[src/rtl/bar_placer.sv]
// Cursor-driven editor that commits up to four obstacle bars, then freezes them for play.
// Optional macro BAR_OVERLAP_CHECK_EN rejects placements whose 2 px grown box touches a committed bar.
module bar_placer #(
    parameter int BAR_LEN   = 10,
    parameter int STEP      = 1,
    parameter int X_MIN     = 2,
    parameter int X_MAX     = 112,
    parameter int Y_MIN     = 4,
    parameter int Y_MAX     = 115,
    parameter int CURSOR_X0 = 60,
    parameter int CURSOR_Y0 = 60
) (
    input  logic        clk,
    input  logic        reset,
    input  logic        start,
    input  logic        btn_left,
    input  logic        btn_right,
    input  logic        btn_up,
    input  logic        btn_down,
    input  logic        btn_rotate,
    input  logic        btn_place,
    input  logic        btn_done,
    output logic [15:0] bar1,
    output logic [15:0] bar2,
    output logic [15:0] bar3,
    output logic [15:0] bar4,
    output logic [3:0]  bar_valid,
    output logic [7:0]  cursor_x,
    output logic [6:0]  cursor_y,
    output logic        cursor_vert,
    output logic [2:0]  slot,
    output logic        locked,
    output logic        place_err
);

    typedef enum logic [1:0] {IDLE, EDIT, LOCKED} state_t;

    localparam logic [8:0] XLO   = 9'(X_MIN);
    localparam logic [8:0] XHI_V = 9'(X_MAX);
    localparam logic [8:0] XHI_H = 9'(X_MAX - BAR_LEN + 1);
    localparam logic [8:0] YLO   = 9'(Y_MIN);
    localparam logic [8:0] YHI_V = 9'(Y_MAX - BAR_LEN + 1);
    localparam logic [8:0] YHI_H = 9'(Y_MAX);
    localparam logic [8:0] STEP9 = 9'(STEP);
    localparam logic [7:0] X0    = 8'(CURSOR_X0);
    localparam logic [6:0] Y0    = 7'(CURSOR_Y0);

    state_t           state_q, state_d;
    logic [3:0][15:0] bar_q, bar_d;
    logic [3:0]       valid_q, valid_d;
    logic [7:0]       cx_q, cx_d;
    logic [6:0]       cy_q, cy_d;
    logic             cv_q, cv_d;
    logic [2:0]       slot_q, slot_d;
    logic [8:0]       nx, ny;

    // Candidates are 9 bits wide so a step below zero wraps high and fails the upper bound.
    function automatic logic x_ok(input logic [8:0] x, input logic v);
        return (x >= XLO) && (x <= (v ? XHI_V : XHI_H));
    endfunction

    function automatic logic y_ok(input logic [8:0] y, input logic v);
        return (y >= YLO) && (y <= (v ? YHI_V : YHI_H));
    endfunction

`ifdef BAR_OVERLAP_CHECK_EN
    localparam logic [9:0] LEN1 = 10'(BAR_LEN - 1);
    localparam logic [9:0] GAP  = 10'd2;

    logic place_err_q, place_err_d, reject;

    // Grow is applied to the far edge of the other box so nothing is ever subtracted.
    function automatic logic hit(input logic [15:0] b, input logic [7:0] x,
                                 input logic [6:0] y, input logic v);
        logic [9:0] ax0, ax1, ay0, ay1, bx0, bx1, by0, by1;
        ax0 = {2'b00, x};
        ay0 = {3'b000, y};
        ax1 = ax0 + (v ? 10'd0 : LEN1);
        ay1 = ay0 + (v ? LEN1 : 10'd0);
        bx0 = {2'b00, b[8:1]};
        by0 = {3'b000, b[15:9]};
        bx1 = bx0 + (b[0] ? 10'd0 : LEN1);
        by1 = by0 + (b[0] ? LEN1 : 10'd0);
        return (ax0 <= bx1 + GAP) && (bx0 <= ax1 + GAP) &&
               (ay0 <= by1 + GAP) && (by0 <= ay1 + GAP);
    endfunction

    always_comb begin
        reject = 1'b0;
        for (int i = 0; i < 4; i++) begin
            if (valid_q[i] && hit(bar_q[i], cx_q, cy_q, cv_q)) reject = 1'b1;
        end
    end
`endif

    always_comb begin
        state_d = state_q;
        bar_d   = bar_q;
        valid_d = valid_q;
        cx_d    = cx_q;
        cy_d    = cy_q;
        cv_d    = cv_q;
        slot_d  = slot_q;
        nx      = {1'b0, cx_q};
        ny      = {2'b00, cy_q};
`ifdef BAR_OVERLAP_CHECK_EN
        place_err_d = 1'b0;
`endif
        case (state_q)
            IDLE: begin
                if (start) begin
                    state_d = EDIT;
                    cx_d    = X0;
                    cy_d    = Y0;
                    cv_d    = 1'b1;
                end
            end
            EDIT: begin
                if (btn_place) begin
`ifdef BAR_OVERLAP_CHECK_EN
                    if (reject) begin
                        place_err_d = 1'b1;
                    end else begin
`else
                    begin
`endif
                        bar_d[slot_q[1:0]]   = {cy_q, cx_q, cv_q};
                        valid_d[slot_q[1:0]] = 1'b1;
                        slot_d               = slot_q + 3'd1;
                        if (slot_q == 3'd3) state_d = LOCKED;
                    end
                end else if (btn_rotate) begin
                    cv_d = ~cv_q;
                    if (cv_q && ({1'b0, cx_q} > XHI_H)) cx_d = XHI_H[7:0];
                    if (!cv_q && ({2'b00, cy_q} > YHI_V)) cy_d = YHI_V[6:0];
                end else begin
                    if (btn_right && !btn_left) nx = {1'b0, cx_q} + STEP9;
                    if (btn_left && !btn_right) nx = {1'b0, cx_q} - STEP9;
                    if (btn_down && !btn_up)    ny = {2'b00, cy_q} + STEP9;
                    if (btn_up && !btn_down)    ny = {2'b00, cy_q} - STEP9;
                    if (x_ok(nx, cv_q)) cx_d = nx[7:0];
                    if (y_ok(ny, cv_q)) cy_d = ny[6:0];
                end
                if (btn_done) state_d = LOCKED;
            end
            default: ;
        endcase
    end

    always_ff @(posedge clk) begin
        if (reset) begin
            state_q <= IDLE;
            bar_q   <= '0;
            valid_q <= '0;
            cx_q    <= X0;
            cy_q    <= Y0;
            cv_q    <= 1'b1;
            slot_q  <= '0;
        end else begin
            state_q <= state_d;
            bar_q   <= bar_d;
            valid_q <= valid_d;
            cx_q    <= cx_d;
            cy_q    <= cy_d;
            cv_q    <= cv_d;
            slot_q  <= slot_d;
        end
    end

`ifdef BAR_OVERLAP_CHECK_EN
    always_ff @(posedge clk) begin
        if (reset) place_err_q <= 1'b0;
        else       place_err_q <= place_err_d;
    end
    assign place_err = place_err_q;
`else
    assign place_err = 1'b0;
`endif

    assign bar1        = bar_q[0];
    assign bar2        = bar_q[1];
    assign bar3        = bar_q[2];
    assign bar4        = bar_q[3];
    assign bar_valid   = valid_q;
    assign cursor_x    = cx_q;
    assign cursor_y    = cy_q;
    assign cursor_vert = cv_q;
    assign slot        = slot_q;
    assign locked      = (state_q == LOCKED);

endmodule

[config.mk]
export PLATFORM = sky130hd
export DESIGN_NAME = bar_placer
export DESIGN_NICKNAME = d
export VERILOG_FILES = /design/src/rtl/bar_placer.sv
export SDC_FILE = /design/constraint.sdc
export NUM_CORES = 1
export LEC_CHECK = 0
export BUFFER_PORTS_ARGS = -buffer_cell sky130_fd_sc_hd__buf_2
export CELL_PAD_IN_SITES_DETAIL_PLACEMENT = 0
export CELL_PAD_IN_SITES_GLOBAL_PLACEMENT = 1
export CORE_ASPECT_RATIO = 1.2
export CORE_MARGIN = 3
export CORE_UTILIZATION = 41
export CTS_BUF_LIST = sky130_fd_sc_hd__clkbuf_8
export DETAILED_ROUTE_END_ITERATION = 16
export PLACE_DENSITY = 0.94
export RECOVER_POWER = 50
export SYNTH_ARGS = -nofsm -noshare
export SYNTH_HDL_FRONTEND = slang
export SYNTH_SLANG_ARGS = --single-unit
export TNS_END_PERCENT = 50
[constraint.sdc]
create_clock -name clk -period 4.4 [get_ports clk]
set_clock_uncertainty 0.1 [all_clocks]
set_input_delay 0.22 -clock clk [delete_from_list [all_inputs] [get_ports clk]]
set_output_delay 0.22 -clock clk [all_outputs]
set_load 0.01 [all_outputs]
# Word level (Yosys, flattened, before mapping)
# Cells that the tools add are included.
[op_classes]
addsub = 5
bitwise = 2
mux = 38
n_eq_ne = 12
reduce_logical = 21
magnitude_cmp = 8
[op_table]
columns = ["operator", "count"]
rows = [
  ["$mux W9", 9],
  ["$bwmux W64", 1],
  ["$mux W8", 6],
  ["$mux W7", 5],
  ["$demux W16 S2", 1],
  ["$le A9 B7 Y1", 2],
  ["$ne A3 B3 Y1 const B", 6],
  ["$mux W16", 1],
  ["$pmux W8 S2", 1],
  ["$pmux W7 S2", 1],
  ["$mux W5", 2],
  ["$reduce_and A5 Y1", 2],
  ["$add A8 B1 Y9 const B", 1],
  ["$ge A9 B2 Y1 const B", 1],
  ["$ge A9 B3 Y1 const B", 1],
  ["$logic_and A1 B1 Y1", 9],
  ["$sub A8 B1 Y9 const B", 1],
  ["$add A7 B1 Y8 const B", 1],
  ["$gt A8 B7 Y1 const B", 1],
  ["$mux W2", 4],
  ["$reduce_and A4 Y1", 2],
  ["$sub A7 B1 Y8 const B", 1],
  ["$gt A7 B7 Y1 const B", 1],
  ["$ne A2 B2 Y1 const B", 3],
  ["other kinds (16)", 23],
]
[word_totals]
reg_bits = 89
inputBits = 10

# Depth between registers and ports, before layout
# Gate-level depths: netlist of the first run.
[logic_depth]
ltp_word = 13
depth_mapped = 14
depth_no_buf = 12

# Worst setup path before layout of the first run
# OpenSTA, ideal clock, no wires.
[synth_path]
path_kind = "reg2reg"
from = "reg cx_q[0], in the netlist cursor_x[0]"
to = "reg cx_q[1], in the netlist cursor_x[1]"
t_arrival_ps = 3213
setup_time_ps = 84
slack_ps = 1003
path_stages_with_launch = 13
path_buffers = 0
path_cell_list = "dfxtp_1 > inv_1 > ha_1 > and3b_1 > or3_2 > and2_1 > ha_1 > and4_1 > a21oi_1 > o221ai_1 > a221oi_4 > or4_2 > o31ai_2"
[synth_between]
elab_chain_cells = 10
[synth_lines]
columns = ["element", "line_no", "rtl"]
rows = [
  ["start, declared", "51", "logic [7:0] cx_q, cx_d;"],
  ["start signal, assigned", "155", "cx_q <= X0;"],
  ["start signal, assigned", "163", "cx_q <= cx_d;"],
  ["$add A8 B1 Y9", "137", "if (btn_right && !btn_left) nx = {1'b0, cx_q} + STEP9;"],
  ["$mux W9", "137", ""],
  ["$mux W9", "138", "if (btn_left && !btn_right) nx = {1'b0, cx_q} - STEP9;"],
  ["$mux W9", "132", "end else if (btn_rotate) begin"],
  ["$mux W9", "119", "if (btn_place) begin"],
  ["$mux W9", "109", "case (state_q)"],
  ["$ge A9 B2 Y1 (tied with other cells)", "59", "return (x >= XLO) && (x <= (v ? XHI_V : XHI_H));"],
  ["$logic_and A1 B1 Y1 / $mux W8 (equally long branches)", "59, 132", ""],
  ["$ne A3 B3 Y1 (no line) / $mux W8 (equally long branches)", "--", ""],
  ["$reduce_and A5 Y1 (no line) / $pmux W8 S2 (equally long branches)", "--", ""],
]
# Parallel ways exist; a longest one is shown, timed or not. The select of a mux whose other input is x is not followed.
# A chain may end at the register's enable or synchronous reset.

# Final worst setup path of the first run
# Same ends and word-level chain as after synthesis.

==> summary.txt, run 1 <==
Floorplanning
  • Chip height: roughly 120 um
  • Die width: roughly 100 um
  • Core Footprint: 0.0102 mm2
  • Initial Util: 0.428
  • Row Count: 40
  • Ports: between 90 and 100
  • Die area: 0.0119 mm2

Yosys
  • Share of synthesized flip-flops with an asynchronous set or reset: 0
  • Area share of the largest cell type after synthesis: 0.410
  • Yosys top cell by area: dfxtp_1
  • Synth cell types: 70
  • Synth Warn #: 0
  • Largest cells by area after synthesis: dfxtp_1, nand2_1, a21oi_1
  • Synth Flop Type: dfxtp_1
  • EDFF count, synth: 0
  • Mapped Area: approximately 0.0043 mm2
  • Mapped Nets: approximately 580
  • Sequential area share after synthesis: 0.410
  • Synth Instances: around 550
  • Synthesized area per cell: 7.92 um2
  • Synthesized flop and latch total: 89

Worst setup path
  • Critical-path cell list: inv_1 -> ha_1 -> and3b_1 -> or3_2 -> and2_1 -> ha_1 -> and4_1 -> a21oi_1 -> o221ai_1 -> a221oi_4 -> or4_2 -> o31ai_2
  • Worst setup SP type: flop
  • Arrival @ worst endpoint: between 3 and 4 ns
  • Critical Path Fanout Max: 10
  • Worst Path Required: between 4 and 5 ns
  • Crit path top cell by count: ha_1
  • CP max stage delay: approximately 0.65 ns
  • Critical setup path kind: reg2reg
  • Slowest cell on crit path: or4_2
  • Buffers plus inverters on the worst setup path: 1
  • Crit-path leading delay family: simple AND/OR/NAND/NOR gates
  • CP endpoint kind: flop

Detailed routing
  • Vias post-DR: a little over 4000
  • Final wirelength: approximately 12000 um
  • Wirelength per Cell: 16.5 um
  • 1st-pass router iterations: 4
  • Post-route DRC: 0
  • DRT iter0 DRCs: ~260
  • Vias per cell: between 5 and 6
  • Antenna Nets Post-Route: 0

Placed design
  • Buffers on Ports: 97
  • RePlAce Congestion: about 0.84
  • Inst Count DP: 733
  • DP Area: 0.00479 mm2
  • Post-detail-place hpwl: about 9000 um

Flow run
  • Maximum Capacitance Violations: 0

Power
  • Clock share of power: 0.367
  • Logic pwr share: 0.105
  • Total power: approximately 1.6 mW
  • Internal: ~1.2 mW
  • NetSw: roughly 0.42 mW
  • Static Leakage: ~1.7 nW
  • Sw Share: 0.264
  • PwrDens: between 300 and 400 mW/mm2
  • Peak VDD IR: roughly 140 uV
  • Flop pwr share: 0.528

Clock network
  • H-tree levels: 3
  • Skew-Pair Late Insertion Delay: between 0.3 and 0.4 ns
  • Post CTS Setup Buffer Count: 0
  • CTS Buf Count: 9
  • Hold Buf Count CTS: 0
  • Max Buffers Root-to-Sink: 2
  • Reg clk slew, reported paths: 0.08 ns
  • Clock sinks: between 80 and 90
  • CTS tree: yes
  • Clock Root Buffer: clkbuf_8
  • PostCTS Resize Cnt: 0

Final layout
  • Final std cells w/o fill: ~750
  • Filler cells: slightly above 1000
  • Area grow syn2layout: 12.5%
  • ANT cells: 0
  • Layout cells sized above 1: 0.0706
  • Leading cell type in the layout, fill and taps excluded: nand2_1
  • Commonest non-fill, non-tap cells in the layout: nand2_1, dfxtp_1, clkbuf_1
  • NumNets Final: 645
  • Final Cell Area: ~0.0049 mm2

Global route
  • Gr usage total: 0.205
  • GRT overflow: 0
  • Vias in the first global route: 3840
  • First-pass GRT wire length: just under 20000 um
  • Antenna violations before repair: 0
  • Largest net degree at the start of global routing: 50

STA
  • Final Max Tran Viols: 0
  • Fin Setup TNS: 0 ns
  • Worst slew pin tran: 1.02 ns
  • Final setup viols: 0
  • Minimum clock period: roughly 3.6 ns
  • Period utilization: 0.828
  • Hold Violations, Final: 0
  • RSZ-0062 raised after global routing: no
  • Hold slack final: roughly 0.18 ns
  • Slew headroom: 0.315
  • Maximum clock rate: between 200 and 300 MHz

Outcome
  • Status: finished, final reports clean

Hold path
  • Hold Path Class: in2reg
-- path summary, 6_finish.rpt --
check	from	endpoint	slack, ns	depth (start not counted)
hold reg to reg	bar4[12]	bar4[12]	0.36	2
setup reg to reg	cursor_x[0]	cursor_x[1]	0.76	12
setup / recovery	cursor_x[0]	cursor_x[1]	0.76	12
hold / removal	btn_done	state_q[0]	0.18	4
-- power by group through the flow --
stage / Sequential (mW) / Clock [mW] / Combinational [mW]
after floorplan: 0.855 / 0 / 0.127
after global placement: 0.861 / 0 / 0.166
after detailed placement: 0.862 / 0 / 0.169
after CTS: 0.843 / 0.593 / 0.170
after global routing: 0.847 / 0.633 / 0.187
final: 0.844 / 0.586 / 0.167
-- logic make-up after synthesis --
logic type	count (synthesis)	share of synthesized area
xor gates and xnor gates	14	0.0282
and+or+nand+nor	238	0.250
buffers and inverters	55	0.0613
AOI/OAI and AO/OA	126	0.180
other	1	0.000862
muxes	9	0.0210
DFF	89	0.410
adders and majority gates	17	0.0489
-- area by class of cell --
| cell class | count | area (um2) | area share |
|---|---|---|---|
| tap | 126 | 158 | 0.0322 |
| timing repair buffer | 99 | 390 | 0.0798 |
| sequential | 89 | 1780 | 0.364 |
| clock buffer | 11 | 151 | 0.0309 |
| clock inverter | 5 | 60.1 | 0.0123 |
| inverter | 14 | 52.6 | 0.0107 |
| multi-input combinational | 405 | 2300 | 0.470 |
-- per-layer routing --
layer | up-vias | wire length (um) | global-route usage
met4 | 0 | 285 | 0.0842
met5 | - | 0 | 0
met1 | 1926 | 5160 | 0.262
met2 | 127 | 6200 | 0.351
met3 | 24 | 751 | 0.0199
li1 | 2007 | - | -
-- flip-flops by register name, indices dropped and copies added, names as in the netlist --
register,count
bar3,16
bar2,16
cursor_y,7
bar1,16
bar_valid,4
bar4,16
cursor_vert,1
cursor_x,8
state_q,2
slot,3
-- stage by stage --
stage / util / setup WS, ns
after global routing: 0.482 / 0.511
after floorplan: - / 1.00
after global placement: 0.472 / 0.915
after detailed placement: 0.472 / 0.803
final: 0.482 / 0.758
after CTS: 0.493 / 0.768
-- cells in the mapped netlist (3+ instances only) --
cell type / number
nand4_1: 4
xor2_1: 6
mux2i_1: 8
o211ai_1: 5
nand2_1: 149
a21oi_1: 75
nand2b_1: 5
o21ai_0: 13
or3_1: 4
buf_4: 5
clkbuf_1: 28
dfxtp_1: 89
nor2b_1: 4
and2_1: 3
nand3_1: 7
nor2_1: 29
nand3b_1: 3
nor3_1: 5
xnor2_1: 8
inv_1: 14
ha_1: 17
and3_1: 5
-- worst register-to-register path, cell delays in order (launching register included) --
cell	delay (ns)
dfxtp_1	0.52
inv_1	0.13
ha_1	0.25
and3b_1	0.18
or3_2	0.46
and2_1	0.19
ha_1	0.28
and4_1	0.18
a21oi_1	0.04
o221ai_1	0.33
a221oi_4	0.16
or4_2	0.65
o31ai_2	0.08
No activity file was read; power rests on OpenSTA's default activity.
==> inputs of run 2 (changes only) <==
--- a/config.mk
+++ b/config.mk
@@ -5,15 +5,16 @@
 export SDC_FILE = /design/constraint.sdc
 export NUM_CORES = 1
 export LEC_CHECK = 0
+export ABC_AREA = 1
 export BUFFER_PORTS_ARGS = -buffer_cell sky130_fd_sc_hd__buf_2
 export CELL_PAD_IN_SITES_DETAIL_PLACEMENT = 0
 export CELL_PAD_IN_SITES_GLOBAL_PLACEMENT = 1
 export CORE_ASPECT_RATIO = 1.2
 export CORE_MARGIN = 3
-export CORE_UTILIZATION = 41
+export CORE_UTILIZATION = 39
 export CTS_BUF_LIST = sky130_fd_sc_hd__clkbuf_8
 export DETAILED_ROUTE_END_ITERATION = 16
-export PLACE_DENSITY = 0.94
+export PLACE_DENSITY = 0.92
 export RECOVER_POWER = 50
 export SYNTH_ARGS = -nofsm -noshare
 export SYNTH_HDL_FRONTEND = slang
==> constraint.sdc (replaced) <==
create_clock -name clk -period 3.6 [get_ports clk]
set_clock_uncertainty 0.1 [all_clocks]
set_input_delay 0.18 -clock clk [delete_from_list [all_inputs] [get_ports clk]]
set_output_delay 0.18 -clock clk [all_outputs]
set_load 0.01 [all_outputs]
==> run 2 against run 1 <==
Compared with the run above: non-clock buffer count grew 11; fmax grew 25%; register-to-register slack got worse by 0.07 ns; combinational power rose to 3.0 times the previous value; largest cell class unchanged.
==> summary.txt, run 2 <==
Clock network
  • Clock Root Buffer: clkbuf_8
  • Max Buffers Root-to-Sink: 2
  • H-tree levels: 3
  • CTS Buf Count: 9
  • CTS tree: yes
  • Post CTS Setup Buffer Count: 0
  • Reg clk slew, reported paths: 0.09 ns
  • PostCTS Resize Cnt: 0
  • Hold Buf Count CTS: 0
  • Skew-Pair Late Insertion Delay: 0.36 ns
  • Clock sinks: 89

Worst setup path
  • Critical-path cell list: ha_1 -> inv_1 -> nor2_1 -> nand2_1 -> nand2_1 -> nand3_1 -> nand2_1 -> inv_1 -> ha_1 -> a21oi_1 -> and2_1 -> nor2_1 -> nand3_1 -> nand3_1 -> nand2_1 -> nand2_1 -> nand2_1 -> nand3_1
  • Arrival @ worst endpoint: 3.03 ns
  • Buffers plus inverters on the worst setup path: 2
  • Crit path top cell by count: nand2_1
  • Worst Path Required: 3.72 ns
  • Worst setup SP type: flop
  • Slowest cell on crit path: dfxtp_1
  • Critical setup path kind: reg2reg
  • CP endpoint kind: flop
  • Crit-path leading delay family: simple AND/OR/NAND/NOR gates
  • CP max stage delay: between 0.4 and 0.5 ns
  • Critical Path Fanout Max: 11

STA
  • Final Max Tran Viols: 0
  • Minimum clock period: 2.91 ns
  • Hold slack final: 0.0221 ns
  • Hold Violations, Final: 0
  • Final setup viols: 0
  • Fin Setup TNS: 0 ns
  • Final setup margin: 0.691 ns
  • Period utilization: 0.808
  • Worst slew pin tran: between 0.7 and 0.8 ns
  • Maximum clock rate: roughly 340 MHz
  • Slew headroom: 0.503
  • RSZ-0062 raised after global routing: no

Yosys
  • Synth cell types: 29
  • Largest cells by area after synthesis: dfxtp_1, nand2_1, nand3_1
  • Top cells by count, synth: nand2_1, nand3_1, dfxtp_1, a21oi_1, inv_1
  • Most common cell in the synthesized netlist: nand2_1
  • Synth Flop Type: dfxtp_1
  • Yosys top cell by area: dfxtp_1
  • Synth Warn #: 0
  • Synthesized flop and latch total: between 80 and 90
  • Share of synthesized flip-flops with an asynchronous set or reset: 0
  • Mapped Nets: around 700
  • Mapped Area: 0.00452 mm2
  • Sequential area share after synthesis: 0.395
  • Synth Instances: around 670
  • Synthesized area per cell: 6.76 um2
  • Area share of the largest cell type after synthesis: 0.395
  • EDFF count, synth: 0

Final layout
  • Filler cells: 1234
  • ANT cells: 0
  • Final Cell Area: around 0.0051 mm2
  • Leading cell type in the layout, fill and taps excluded: nand2_1
  • Layout cells sized above 1: 0.0699
  • Commonest non-fill, non-tap cells in the layout: nand2_1, nand3_1, dfxtp_1
  • NumNets Final: 767
  • Area grow syn2layout: 13.9%

Global route
  • Largest net degree at the start of global routing: 72
  • Antenna violations before repair: 0
  • GRT overflow: 0
  • Gr usage total: 0.197
  • First-pass GRT wire length: between 20000 and 25000 um
  • Vias in the first global route: around 4000

Flow run
  • Maximum Capacitance Violations: 0

Floorplanning
  • Core Footprint: 0.0112 mm2
  • Die width: 104 um
  • Initial Util: 0.403
  • Row Count: between 40 and 50
  • Die area: between 0.01 and 0.015 mm2
  • Ports: 99
  • Chip height: ~120 um

Placed design
  • Pre-CTS WS: around 0.73 ns
  • RePlAce Congestion: around 0.9
  • Post-detail-place hpwl: 9310 um
  • Buffers on Ports: 97
  • DP Area: 0.00505 mm2

Power
  • Total power: around 2.4 mW
  • Static Leakage: 2.12 nW
  • Clock share of power: 0.323
  • Peak VDD IR: 246 uV
  • Sw Share: 0.331
  • PwrDens: between 400 and 500 mW/mm2
  • Internal: between 1.5 and 2 mW
  • NetSw: 0.781 mW
  • Logic pwr share: 0.210
  • Flop pwr share: 0.467

Detailed routing
  • Post-route DRC: 0
  • Vias per cell: 5.21
  • Antenna Nets Post-Route: 0
  • DRT iter0 DRCs: 300
  • 1st-pass router iterations: 5
  • Vias post-DR: roughly 4700
  • Wirelength per Cell: around 15 um
  • Final wirelength: between 10000 and 15000 um

Hold path
  • Hold Path Class: in2reg

Outcome
  • Status: finished, final reports clean
[run 2: cell types whose count changed in the layout (fill, tap and decap cells not counted), moves of 8 or more]
cell | previous run | this run
inv_1 | 14 | 47
mux2i_1 | 8 | 0
nand2_1 | 149 | 182
nand3_1 | 7 | 120
xnor2_1 | 8 | 0
[run 2: worst reg2reg max path, cell delays in order (launching register included)]
cell and delay [ns]:
dfxtp_1 0.48, ha_1 0.24, inv_1 0.04, nor2_1 0.13, nand2_1 0.07, nand2_1 0.07, nand3_1 0.07, nand2_1 0.14
inv_1 0.05, ha_1 0.28, a21oi_1 0.18, and2_1 0.15, nor2_1 0.04, nand3_1 0.08, nand3_1 0.08, nand2_1 0.25
nand2_1 0.17, nand2_1 0.10, nand3_1 0.07
[run 2: area by class of cell]
class / instances / area, um2 / share of cell area
Sequential cell: 89 / 1780 / 0.346
Clock buffer: 9 / 124 / 0.0241
Multi-Input combinational cell: 476 / 2290 / 0.445
Clock inverter: 6 / 92.6 / 0.0180
Tap cell: 154 / 193 / 0.0375
Timing Repair Buffer: 110 / 462 / 0.0898
Inverter: 54 / 203 / 0.0394
[run 2: per-layer routing]
| layer | up-vias | part of all wire | GRT usage | routed length [um] |
|---|---|---|---|---|
| li1 | 2317 | - | - | - |
| met1 | 2181 | 0.44 | 0.251 | 5810 |
| met2 | 158 | 0.49 | 0.346 | 6430 |
| met3 | 19 | 0.056 | 0.0280 | 735 |
| met4 | 0 | 0.018 | 0.0640 | 237 |
| met5 | - | 0 | 0 | 0 |
[run 2: power groups by stage]
stage          logic, mW  clock network, mW  registers (mW)
2_1_floorplan      0.378                  0            1.09
3_3_place_gp       0.499                  0            1.12
6_report           0.496              0.762            1.10
4_1_cts            0.508              0.764            1.10
3_5_place_dp       0.506                  0            1.12
5_1_grt            0.570              0.807            1.11
[run 2: per-stage QoR]
step                      utilization  std cells
after floorplan                     -        668
after global placement          0.451        883
after detailed placement        0.451        883
after CTS                       0.470        898
after global routing            0.460        898
final                           0.460        898
[run 2: path summary, 6_finish.rpt]
kind           startpoint      endpoint  slack [ns]  cells past startpoint
max           cursor_y[1]   cursor_y[5]        0.69                     18
min                 start    state_q[0]        0.02                      3
max reg2reg   cursor_y[1]   cursor_y[5]        0.69                     18
min reg2reg  bar_valid[2]  bar_valid[2]        0.35                      2
[run 2: cell families (layout without fill, tap and decap cells)]
kind of cell             after synthesis  count (layout)  share of synthesized area
AND/OR/NAND/NOR                      352             352                      0.336
adder cells (fa/ha/maj)               17              17                     0.0471
XOR/XNOR                               2               2                    0.00388
buffers and inverters                103             179                     0.0986
AO/OA/AOI/OAI                        104             104                      0.119
flip-flops                            89              89                      0.395
other                                  1               1                   0.000830
